<file path="src/rtl/svi_tape_pkg.sv">
// Shared types and timing helpers for the SVI-328 cassette FSK player.
// Half-period lengths are derived from the clock and bit rate, truncated.
package svi_tape_pkg;

  typedef enum logic [2:0] {
    IDLE,
    START,
    DATA,
    STOP,
    DONE
  } tape_state_e;

  localparam int unsigned DATA_BITS = 8;
  localparam int unsigned STOP_BITS = 2;

  // Half-period of the BAUD Hz tone used for a 0 bit
  function automatic int unsigned half_period_0(input int unsigned clk_hz, input int unsigned baud);
    return clk_hz / (2 * baud);
  endfunction

  // Half-period of the 2*BAUD Hz tone used for a 1 bit
  function automatic int unsigned half_period_1(input int unsigned clk_hz, input int unsigned baud);
    return clk_hz / (4 * baud);
  endfunction

endpackage

</file>
<file path="src/rtl/svi_cas_fsk_player_if.sv">
// Read port between the cassette player and the CAS image RAM.
// Data is expected one clock after the read strobe.
interface svi_cas_fsk_player_if #(
  parameter int unsigned ADDR_W = 18
);
  logic [ADDR_W-1:0] ram_addr_o;
  logic              ram_rd_o;
  logic [7:0]        ram_data_i;

  modport master (
    output ram_addr_o,
    output ram_rd_o,
    input  ram_data_i
  );

  modport slave (
    input  ram_addr_o,
    input  ram_rd_o,
    output ram_data_i
  );
endinterface

</file>
<file path="src/rtl/svi_fsk_bit_gen.sv">
// Produces the square-wave cycles of one tape bit: one BAUD cycle for a 0,
// two 2*BAUD cycles for a 1. done_o marks the last clock of the bit.
module svi_fsk_bit_gen
  import svi_tape_pkg::*;
#(
  parameter int unsigned CLK_HZ = 42666000,
  parameter int unsigned BAUD   = 1200
) (
  input  logic clk_i,
  input  logic reset_n_i,
  input  logic start_i,
  input  logic bit_i,
  input  logic hold_i,
  input  logic clear_i,
  output logic wave_o,
  output logic busy_o,
  output logic done_o
);

  localparam int unsigned H0    = half_period_0(CLK_HZ, BAUD);
  localparam int unsigned H1    = half_period_1(CLK_HZ, BAUD);
  localparam int unsigned TMR_W = $clog2(H0 + 1);

  logic [TMR_W-1:0] tmr_q;
  logic [1:0]       half_q;
  logic             bit_q;
  logic             busy_q;
  logic             wave_q;
  logic             half_end;
  logic             last_half;

  assign half_end  = tmr_q == (bit_q ? TMR_W'(H1 - 1) : TMR_W'(H0 - 1));
  assign last_half = half_q == (bit_q ? 2'd3 : 2'd1);
  assign done_o    = busy_q && !hold_i && half_end && last_half;
  assign busy_o    = busy_q;
  assign wave_o    = wave_q;

  // A new start on the done clock chains the next bit with no gap
  always_ff @(posedge clk_i or negedge reset_n_i) begin
    if (!reset_n_i) begin
      tmr_q  <= '0;
      half_q <= '0;
      bit_q  <= 1'b0;
      busy_q <= 1'b0;
      wave_q <= 1'b0;
    end else if (clear_i) begin
      tmr_q  <= '0;
      half_q <= '0;
      bit_q  <= 1'b0;
      busy_q <= 1'b0;
      wave_q <= 1'b0;
    end else if (!hold_i) begin
      if (start_i) begin
        tmr_q  <= '0;
        half_q <= '0;
        bit_q  <= bit_i;
        busy_q <= 1'b1;
        wave_q <= 1'b1;
      end else if (busy_q) begin
        if (half_end) begin
          tmr_q <= '0;
          if (last_half) begin
            busy_q <= 1'b0;
            wave_q <= 1'b0;
          end else begin
            half_q <= half_q + 2'd1;
            wave_q <= ~wave_q;
          end
        end else begin
          tmr_q <= tmr_q + {{(TMR_W-1){1'b0}}, 1'b1};
        end
      end
    end
  end

endmodule

</file>
<file path="src/rtl/svi_cas_fsk_player.sv">
// Streams a CAS image from RAM as framed FSK bits (start, 8 data LSB first,
// 2 stop) to the SVI-328 tape input, pausing with the motor line.
module svi_cas_fsk_player
  import svi_tape_pkg::*;
#(
  parameter int unsigned CLK_HZ = 42666000,
  parameter int unsigned BAUD   = 1200,
  parameter int unsigned ADDR_W = 18
) (
  input  logic                 clk_i,
  input  logic                 reset_n_i,
  input  logic                 play_i,
  input  logic                 rewind_i,
  input  logic [ADDR_W:0]      length_i,
  svi_cas_fsk_player_if.master ram,
  output logic                 tape_o,
  output logic                 active_o,
  output logic                 eof_o,
  output logic [ADDR_W:0]      byte_count_o
);

  tape_state_e       state_q, state_d;
  logic [2:0]        bit_cnt_q, bit_cnt_d;
  logic [ADDR_W:0]   byte_cnt_q, byte_cnt_d, byte_cnt_inc;
  logic [ADDR_W-1:0] addr_q, addr_d;
  logic              rd_q, rd_d;
  logic              latch_q;
  logic              eof_q, eof_d;
  logic              active_q;
  logic [7:0]        shreg;
  logic              hold;
  logic              gen_start, gen_bit, gen_clear, gen_busy, gen_done;

  assign hold         = !play_i;
  assign byte_cnt_inc = byte_cnt_q + {{ADDR_W{1'b0}}, 1'b1};

  svi_fsk_bit_gen #(
    .CLK_HZ (CLK_HZ),
    .BAUD   (BAUD)
  ) u_bit_gen (
    .clk_i     (clk_i),
    .reset_n_i (reset_n_i),
    .start_i   (gen_start),
    .bit_i     (gen_bit),
    .hold_i    (hold),
    .clear_i   (gen_clear),
    .wave_o    (tape_o),
    .busy_o    (gen_busy),
    .done_o    (gen_done)
  );

  always_comb begin
    state_d    = state_q;
    bit_cnt_d  = bit_cnt_q;
    byte_cnt_d = byte_cnt_q;
    addr_d     = addr_q;
    eof_d      = eof_q;
    rd_d       = 1'b0;
    gen_start  = 1'b0;
    gen_bit    = 1'b0;
    gen_clear  = 1'b0;
    if (rewind_i) begin
      state_d    = IDLE;
      bit_cnt_d  = '0;
      byte_cnt_d = '0;
      addr_d     = '0;
      eof_d      = 1'b0;
      gen_clear  = 1'b1;
    end else begin
      case (state_q)
        IDLE: begin
          if (play_i && !eof_q) begin
            if (byte_cnt_q < length_i) begin
              state_d = START;
              rd_d    = 1'b1;
              addr_d  = byte_cnt_q[ADDR_W-1:0];
            end else begin
              state_d = DONE;
              eof_d   = 1'b1;
            end
          end
        end
        // Entered from IDLE the generator is idle for one clock; entered
        // from STOP it was already started on the last stop-bit clock.
        START: begin
          if (!hold && !gen_busy) begin
            gen_start = 1'b1;
          end else if (gen_done) begin
            state_d   = DATA;
            bit_cnt_d = '0;
            gen_start = 1'b1;
            gen_bit   = shreg[0];
          end
        end
        DATA: begin
          if (gen_done) begin
            gen_start = 1'b1;
            if (bit_cnt_q == 3'(DATA_BITS - 1)) begin
              state_d   = STOP;
              bit_cnt_d = '0;
              gen_bit   = 1'b1;
            end else begin
              bit_cnt_d = bit_cnt_q + 3'd1;
              gen_bit   = shreg[bit_cnt_q + 3'd1];
            end
          end
        end
        STOP: begin
          if (gen_done) begin
            if (bit_cnt_q == 3'(STOP_BITS - 1)) begin
              byte_cnt_d = byte_cnt_inc;
              bit_cnt_d  = '0;
              if (byte_cnt_inc < length_i) begin
                state_d   = START;
                rd_d      = 1'b1;
                addr_d    = byte_cnt_inc[ADDR_W-1:0];
                gen_start = 1'b1;
              end else begin
                state_d = DONE;
                eof_d   = 1'b1;
              end
            end else begin
              bit_cnt_d = bit_cnt_q + 3'd1;
              gen_start = 1'b1;
              gen_bit   = 1'b1;
            end
          end
        end
        DONE: begin
        end
        default: state_d = IDLE;
      endcase
    end
  end

  always_ff @(posedge clk_i or negedge reset_n_i) begin
    if (!reset_n_i) begin
      state_q    <= IDLE;
      bit_cnt_q  <= '0;
      byte_cnt_q <= '0;
      addr_q     <= '0;
      rd_q       <= 1'b0;
      latch_q    <= 1'b0;
      eof_q      <= 1'b0;
      active_q   <= 1'b0;
    end else begin
      state_q    <= state_d;
      bit_cnt_q  <= bit_cnt_d;
      byte_cnt_q <= byte_cnt_d;
      addr_q     <= addr_d;
      rd_q       <= rd_d;
      latch_q    <= rd_q && !rewind_i;
      eof_q      <= eof_d;
      active_q   <= (state_d == START) || (state_d == DATA) || (state_d == STOP);
    end
  end

  // Latch follows the strobe unconditionally so a pause never drops a read
  always_ff @(posedge clk_i) begin
    if (rewind_i) begin
      shreg <= '0;
    end else if (latch_q) begin
      shreg <= ram.ram_data_i;
    end
  end

  assign ram.ram_addr_o = addr_q;
  assign ram.ram_rd_o   = rd_q;
  assign active_o       = active_q;
  assign eof_o          = eof_q;
  assign byte_count_o   = byte_cnt_q;

endmodule

</file>
<file path="src/flat_wrapper.sv">
// flat-port wrapper written by rule: the top's interface ports become plain ports
module svi_cas_fsk_player_flat import svi_tape_pkg::*;
#(
  parameter int unsigned CLK_HZ = 42666000,
  parameter int unsigned BAUD   = 1200,
  parameter int unsigned ADDR_W = 18
)
  (clk_i, reset_n_i, play_i, rewind_i, length_i, tape_o, active_o, eof_o, byte_count_o, ram_ram_addr_o, ram_ram_rd_o, ram_ram_data_i);
  svi_cas_fsk_player_if #(.ADDR_W(ADDR_W)) ram_i ();
  input  logic clk_i;
  input  logic reset_n_i;
  input  logic play_i;
  input  logic rewind_i;
  input  logic [ADDR_W:0] length_i;
  output logic tape_o;
  output logic active_o;
  output logic eof_o;
  output logic [ADDR_W:0] byte_count_o;
  output wire logic [$bits(ram_i.ram_addr_o)-1:0] ram_ram_addr_o;
  output wire logic [$bits(ram_i.ram_rd_o)-1:0] ram_ram_rd_o;
  input wire logic [$bits(ram_i.ram_data_i)-1:0] ram_ram_data_i;
  assign ram_ram_addr_o = ram_i.ram_addr_o;
  assign ram_ram_rd_o = ram_i.ram_rd_o;
  assign ram_i.ram_data_i = ram_ram_data_i;
  svi_cas_fsk_player #(.CLK_HZ(CLK_HZ), .BAUD(BAUD), .ADDR_W(ADDR_W)) u_core (.clk_i(clk_i), .reset_n_i(reset_n_i), .play_i(play_i), .rewind_i(rewind_i), .length_i(length_i), .ram(ram_i), .tape_o(tape_o), .active_o(active_o), .eof_o(eof_o), .byte_count_o(byte_count_o));
endmodule
</file>
<file path="config.mk">
export PLATFORM = sky130hd
export DESIGN_NAME = svi_cas_fsk_player_flat
export DESIGN_NICKNAME = d
export VERILOG_FILES = /design/src/rtl/svi_tape_pkg.sv /design/src/rtl/svi_cas_fsk_player_if.sv /design/src/rtl/svi_fsk_bit_gen.sv /design/src/rtl/svi_cas_fsk_player.sv /design/src/flat_wrapper.sv
export SDC_FILE = /design/constraint.sdc
export NUM_CORES = 1
export LEC_CHECK = 0
export ABC_CLOCK_PERIOD_IN_PS = 3900
export CAP_MARGIN = 5
export CORE_MARGIN = 5
export CORE_UTILIZATION = 30
export DETAILED_ROUTE_END_ITERATION = 10
export GPL_ROUTABILITY_DRIVEN = 0
export GPL_TIMING_DRIVEN = 0
export PLACE_DENSITY_LB_ADDON = 0.12
export SYNTH_ARGS = -nofsm -noshare
export SYNTH_HDL_FRONTEND = slang
export SYNTH_HIERARCHICAL = 1
export SYNTH_SLANG_ARGS = --single-unit
</file>
<file path="constraint.sdc">
create_clock -name clk_i -period 3.9 [get_ports clk_i]
set_input_delay 0.39 -clock clk_i [delete_from_list [all_inputs] [get_ports clk_i]]
set_output_delay 0.39 -clock clk_i [all_outputs]
set_load 0.01 [all_outputs]
</file>
==> flow_metrics.py <==
metrics = {
    "global_routing": {
        "antenna_found_initial": 0,
        "grt_max_degree": 43,
        "met1_usage": 0.2245,
        "use_met2": 0.2457,
        "grt_util_all_layers": 0.1590,
        "busiest_layer": "met2",
        "grt_pass1_vias": 4796,
        "grt_pass1_wl_um": 25560,
        "overflow": 0,
        "grt_use_met3": 0.03125,
    },
    "synthesis": {
        "ys_async_sr_fraction": 0.8933,
        "ys.flop_type": "dfrtp_1",
        "yosysSeqAreaShare": 0.3506,
        "avgSynthCellArea_um2": 8.849,
        "synthCells": 592,
        "synth-edff-count": 0,
        "ys.warnings.count": 6,
        "synth_nets": 664,
        "synth_area_mm2": 0.005239,
        "synth.distinct_cells": 68,
        "synth.ff_latch_count": 75,
    },
    "drt": {
        "wl_per_cell_um": 16.79,
        "drcViolationCount": 0,
        "drt_iter0_markers": 256,
        "wl_um": 15680,
        "vias_per_cell": 5.078,
        "vias": 4743,
        "final_antenna_net_count": 0,
        "dr.pass1.iters": 5,
    },
    "finish": {
        "diodes": 0,
        "drive_gt1_frac": 0.2003,
        "fin_nets": 776,
        "instances_no_fill": 934,
        "area_growth_syn_to_layout_pct": 37.35,
        "fin_area_mm2": 0.007196,
    },
    "setup_path": {
        "rr_endpoint": "u_core/u_bit_gen/tmr_q[10]$_DFFE_PN0P_",
        "reg2reg_depth": 17,
        "r2r-start": "u_core/byte_count_o[1]$_DFFE_PN0P_",
        "crit_type": "flop to flop",
        "path_common_cell": "nor2_2",
        "critical-path-max-stage-delay_ns": 0.50,
        "endpoint_kind": "flop",
        "cpMaxStageDelayCell": "or4_1",
        "cp_max_fo": 6,
        "crit_path_start_kind": "flop",
        "cp_cell_sequence": "ha_4 -> nand3_4 -> or2_0 -> clkbuf_8 -> nor2_2 -> xor2_1 -> ha_1 -> a21oi_1 -> o21ai_0 -> o311a_4 -> nor2b_4 -> o211ai_1 -> a211oi_2 -> nor2_2 -> o21ba_4 -> or4_1 -> nand3_1",
        "crit_required_ns": 4.18,
        "rrSetupSlack_ns": 0.06,
        "worstPathArrival_ns": 4.12,
    },
    "timing": {
        "min_period_ns": 3.839,
        "max_clock_freq_mhz": 260.5,
        "rsz0062_at_grt": "yes",
        "fin_crit_sh": 0.9843,
        "setup_violations": 0,
        "timing.hold.ws_ns": 0.3314,
        "finalClockSkew_ns": 0.008526,
        "hold_violations": 0,
        "slew_headroom": 0.3624,
        "tightest_slew_ns": 0.9528,
        "slew_viol_final": 0,
    },
    "power_and_ir_drop": {
        "ir_drop_mv": 0.1833,
        "leakagePower_nw": 2.980,
        "power.density_mw_per_mm2": 287.1,
        "finalPower_mw": 2.066,
    },
    "clocking": {
        "path_clk_slew_ns": 0.06,
        "cts_inserted_buffers": 9,
        "cts_sinks": 75,
        "clk_latency_ns": 0.35,
        "clockBufferDepth": 2,
        "cts-root-buf": "clkbuf_16",
        "cts_tree": "yes",
        "htreeDepth": 3,
    },
    "die": {
        "rows": 48,
        "initial_core_util": 0.3039,
        "die_x_um": 142.1,
        "fp.dieH_um": 142.1,
        "dieArea_mm2": 0.02021,
        "fp.coreArea_mm2": 0.01724,
        "pin_count": 72,
    },
    "worst_hold_path": {
        "hold_path.class": "input port to flop",
        "holdPathStages": 2,
        "hold_start": "rewind_i",
        "holdPathEnd": "u_core/u_bit_gen/bit_q$_DFFE_PN0P_",
    },
    "placed_design": {
        "numPortBuffers": 70,
        "dpl.cell_count": 888,
        "dpl-instance-area_mm2": 0.006275,
        "hpwlAfterDp_um": 11270,
    },
    "job": {
        "drv_cap": 0,
    },
    "status": {
        "outcome": "finished, final reports clean",
    },
}
critical path: cells and delay by family, from the launching register on:
| family | cells | cell delay [ns] |
|---|---|---|
| AO/OA/AOI/OAI | 6 | 1.32 |
| AND/OR/NAND/NOR | 7 | 1.27 |
| adder cells (fa/ha/maj) | 2 | 0.43 |
| flip-flops | 1 | 0.42 |
| XOR/XNOR | 1 | 0.17 |
| buffers and inverters | 1 | 0.15 |
final cells by class:
cell class	instances	area (um2)
well taps	225	281.5
clock buffers	10	229.0
inverters	31	116.4
repair buffers	104	1032
fillers	1711	10040
flip-flops and latches	75	1849
multi-input cells	454	3366
clock inverters	6	113.9
plain buffers	29	207.7
sequential cells by signal, summed over array words and instances (netlist names), 2 cells and up:
signal / flops
u_core/bit_cnt_q: 3
u_core/byte_count_o: 19
u_core/ram.ram_addr_o: 18
u_core/shreg: 8
u_core/state_q: 3
u_core/u_bit_gen/half_q: 2
u_core/u_bit_gen/tmr_q: 15
per-stage QoR:
stage	setup WS, ns	util	TNS [ns]
finish	0.06128	0.4175	0
CTS	0.0007105	0.4101	0
global placement	-0.8903	0.3626	-30.05
global route	-0.1160	0.4175	-1.056
detailed placement	-0.9474	0.3640	-18.55
floorplan	0.002478	-	0
cell usage in the layout, fill, tap and decap left out, types with 4 or more instances in the layout:
| cell type | netlist | routed |
|---|---|---|
| clkdlybuf4s50_1 | 0 | 69 |
| nor2_1 | 64 | 59 |
| nand2_1 | 63 | 58 |
| dfrtp_1 | 67 | 57 |
| ha_1 | 41 | 40 |
| a21oi_1 | 37 | 32 |
| inv_1 | 30 | 30 |
| buf_4 | 1 | 28 |
| xnor2_1 | 29 | 28 |
| nand3_1 | 28 | 26 |
| xor2_1 | 18 | 18 |
| nand4_1 | 17 | 17 |
| mux2i_1 | 13 | 13 |
| o21ai_0 | 15 | 11 |
| a211oi_1 | 13 | 11 |
| clkbuf_1 | 13 | 10 |
| dfrtp_2 | 0 | 10 |
| clkbuf_16 | 0 | 9 |
| buf_6 | 5 | 9 |
| or3_1 | 9 | 9 |
| dfxtp_1 | 8 | 8 |
| nand2_2 | 2 | 7 |
| a211oi_2 | 5 | 7 |
| buf_2 | 8 | 6 |
| nand2b_1 | 5 | 5 |
| and2_1 | 5 | 5 |
| or4_1 | 5 | 5 |
| nor2b_1 | 5 | 4 |
| a41oi_1 | 4 | 4 |
| a21oi_2 | 0 | 4 |
| o22ai_1 | 6 | 4 |
| nor4_2 | 4 | 4 |
synthesized netlist by cell type (15+ instances only):
| cell | number | share of area |
|---|---|---|
| nor2_1 | 64 | 0.046 |
| xor2_1 | 18 | 0.030 |
| inv_1 | 30 | 0.021 |
| nand3_1 | 28 | 0.027 |
| dfrtp_1 | 67 | 0.32 |
| nand2_1 | 63 | 0.045 |
| xnor2_1 | 29 | 0.048 |
| nand4_1 | 17 | 0.020 |
| o21ai_0 | 15 | 0.014 |
| a21oi_1 | 37 | 0.035 |
| ha_1 | 41 | 0.098 |
layer usage:
metal,part of all wire,routed length (um)
met5,0,0
met4,0.016,258
met3,0.047,741
met2,0.45,7100
met1,0.48,7582
what timing repair did:
action                                  4_1_cts  5_1_grt
endpoints found under the setup margin       39       37
hold buffers                                  1        0
setup buffers                                25        6
pin swaps                                    30       10
resized for setup                            56       19
endpoints found under the hold margin        25        0
cloned                                        1        0
power by group:
| part | internal [mW] | leakage (nW) | switching [mW] |
|---|---|---|---|
| clock | 0.626 | 0.159 | 0.346 |
| sequential | 0.803 | 0.968 | 0.0257 |
| combinational | 0.127 | 1.85 | 0.137 |
| total | 1.56 | 2.98 | 0.509 |
worst max-delay path by stage:
stage / startpoint / endpoint / slack (ns)
after floorplan: u_core/byte_count_o[0]$_DFFE_PN0P_ / u_core/u_bit_gen/tmr_q[12]$_DFFE_PN0P_ / 0.002
after global placement: u_core/byte_count_o[0]$_DFFE_PN0P_ / u_core/u_bit_gen/tmr_q[13]$_DFFE_PN0P_ / -0.89
after detailed placement: u_core/byte_count_o[9]$_DFFE_PN0P_ / u_core/u_bit_gen/tmr_q[13]$_DFFE_PN0P_ / -0.95
after CTS: u_core/byte_count_o[1]$_DFFE_PN0P_ / u_core/u_bit_gen/tmr_q[8]$_DFFE_PN0P_ / 0.0007
after global routing: u_core/byte_count_o[1]$_DFFE_PN0P_ / u_core/u_bit_gen/tmr_q[6]$_DFFE_PN0P_ / -0.12
final: u_core/byte_count_o[1]$_DFFE_PN0P_ / u_core/u_bit_gen/tmr_q[10]$_DFFE_PN0P_ / 0.06
cell families (layout without fill, tap and decap cells):
logic type               count (synthesis)  in the layout  synth area share
AO/OA/AOI/OAI                          110            110            0.1443
buffers and inverters                   63            180           0.05517
adder cells (fa/ha/maj)                 41             41           0.09792
AND/OR/NAND/NOR                        241            241            0.2400
flip-flops                              75             75            0.3506
multiplexers                            15             15           0.03344
XOR/XNOR                                47             47           0.07858
Note: power is estimated with default switching activity, not from simulation.
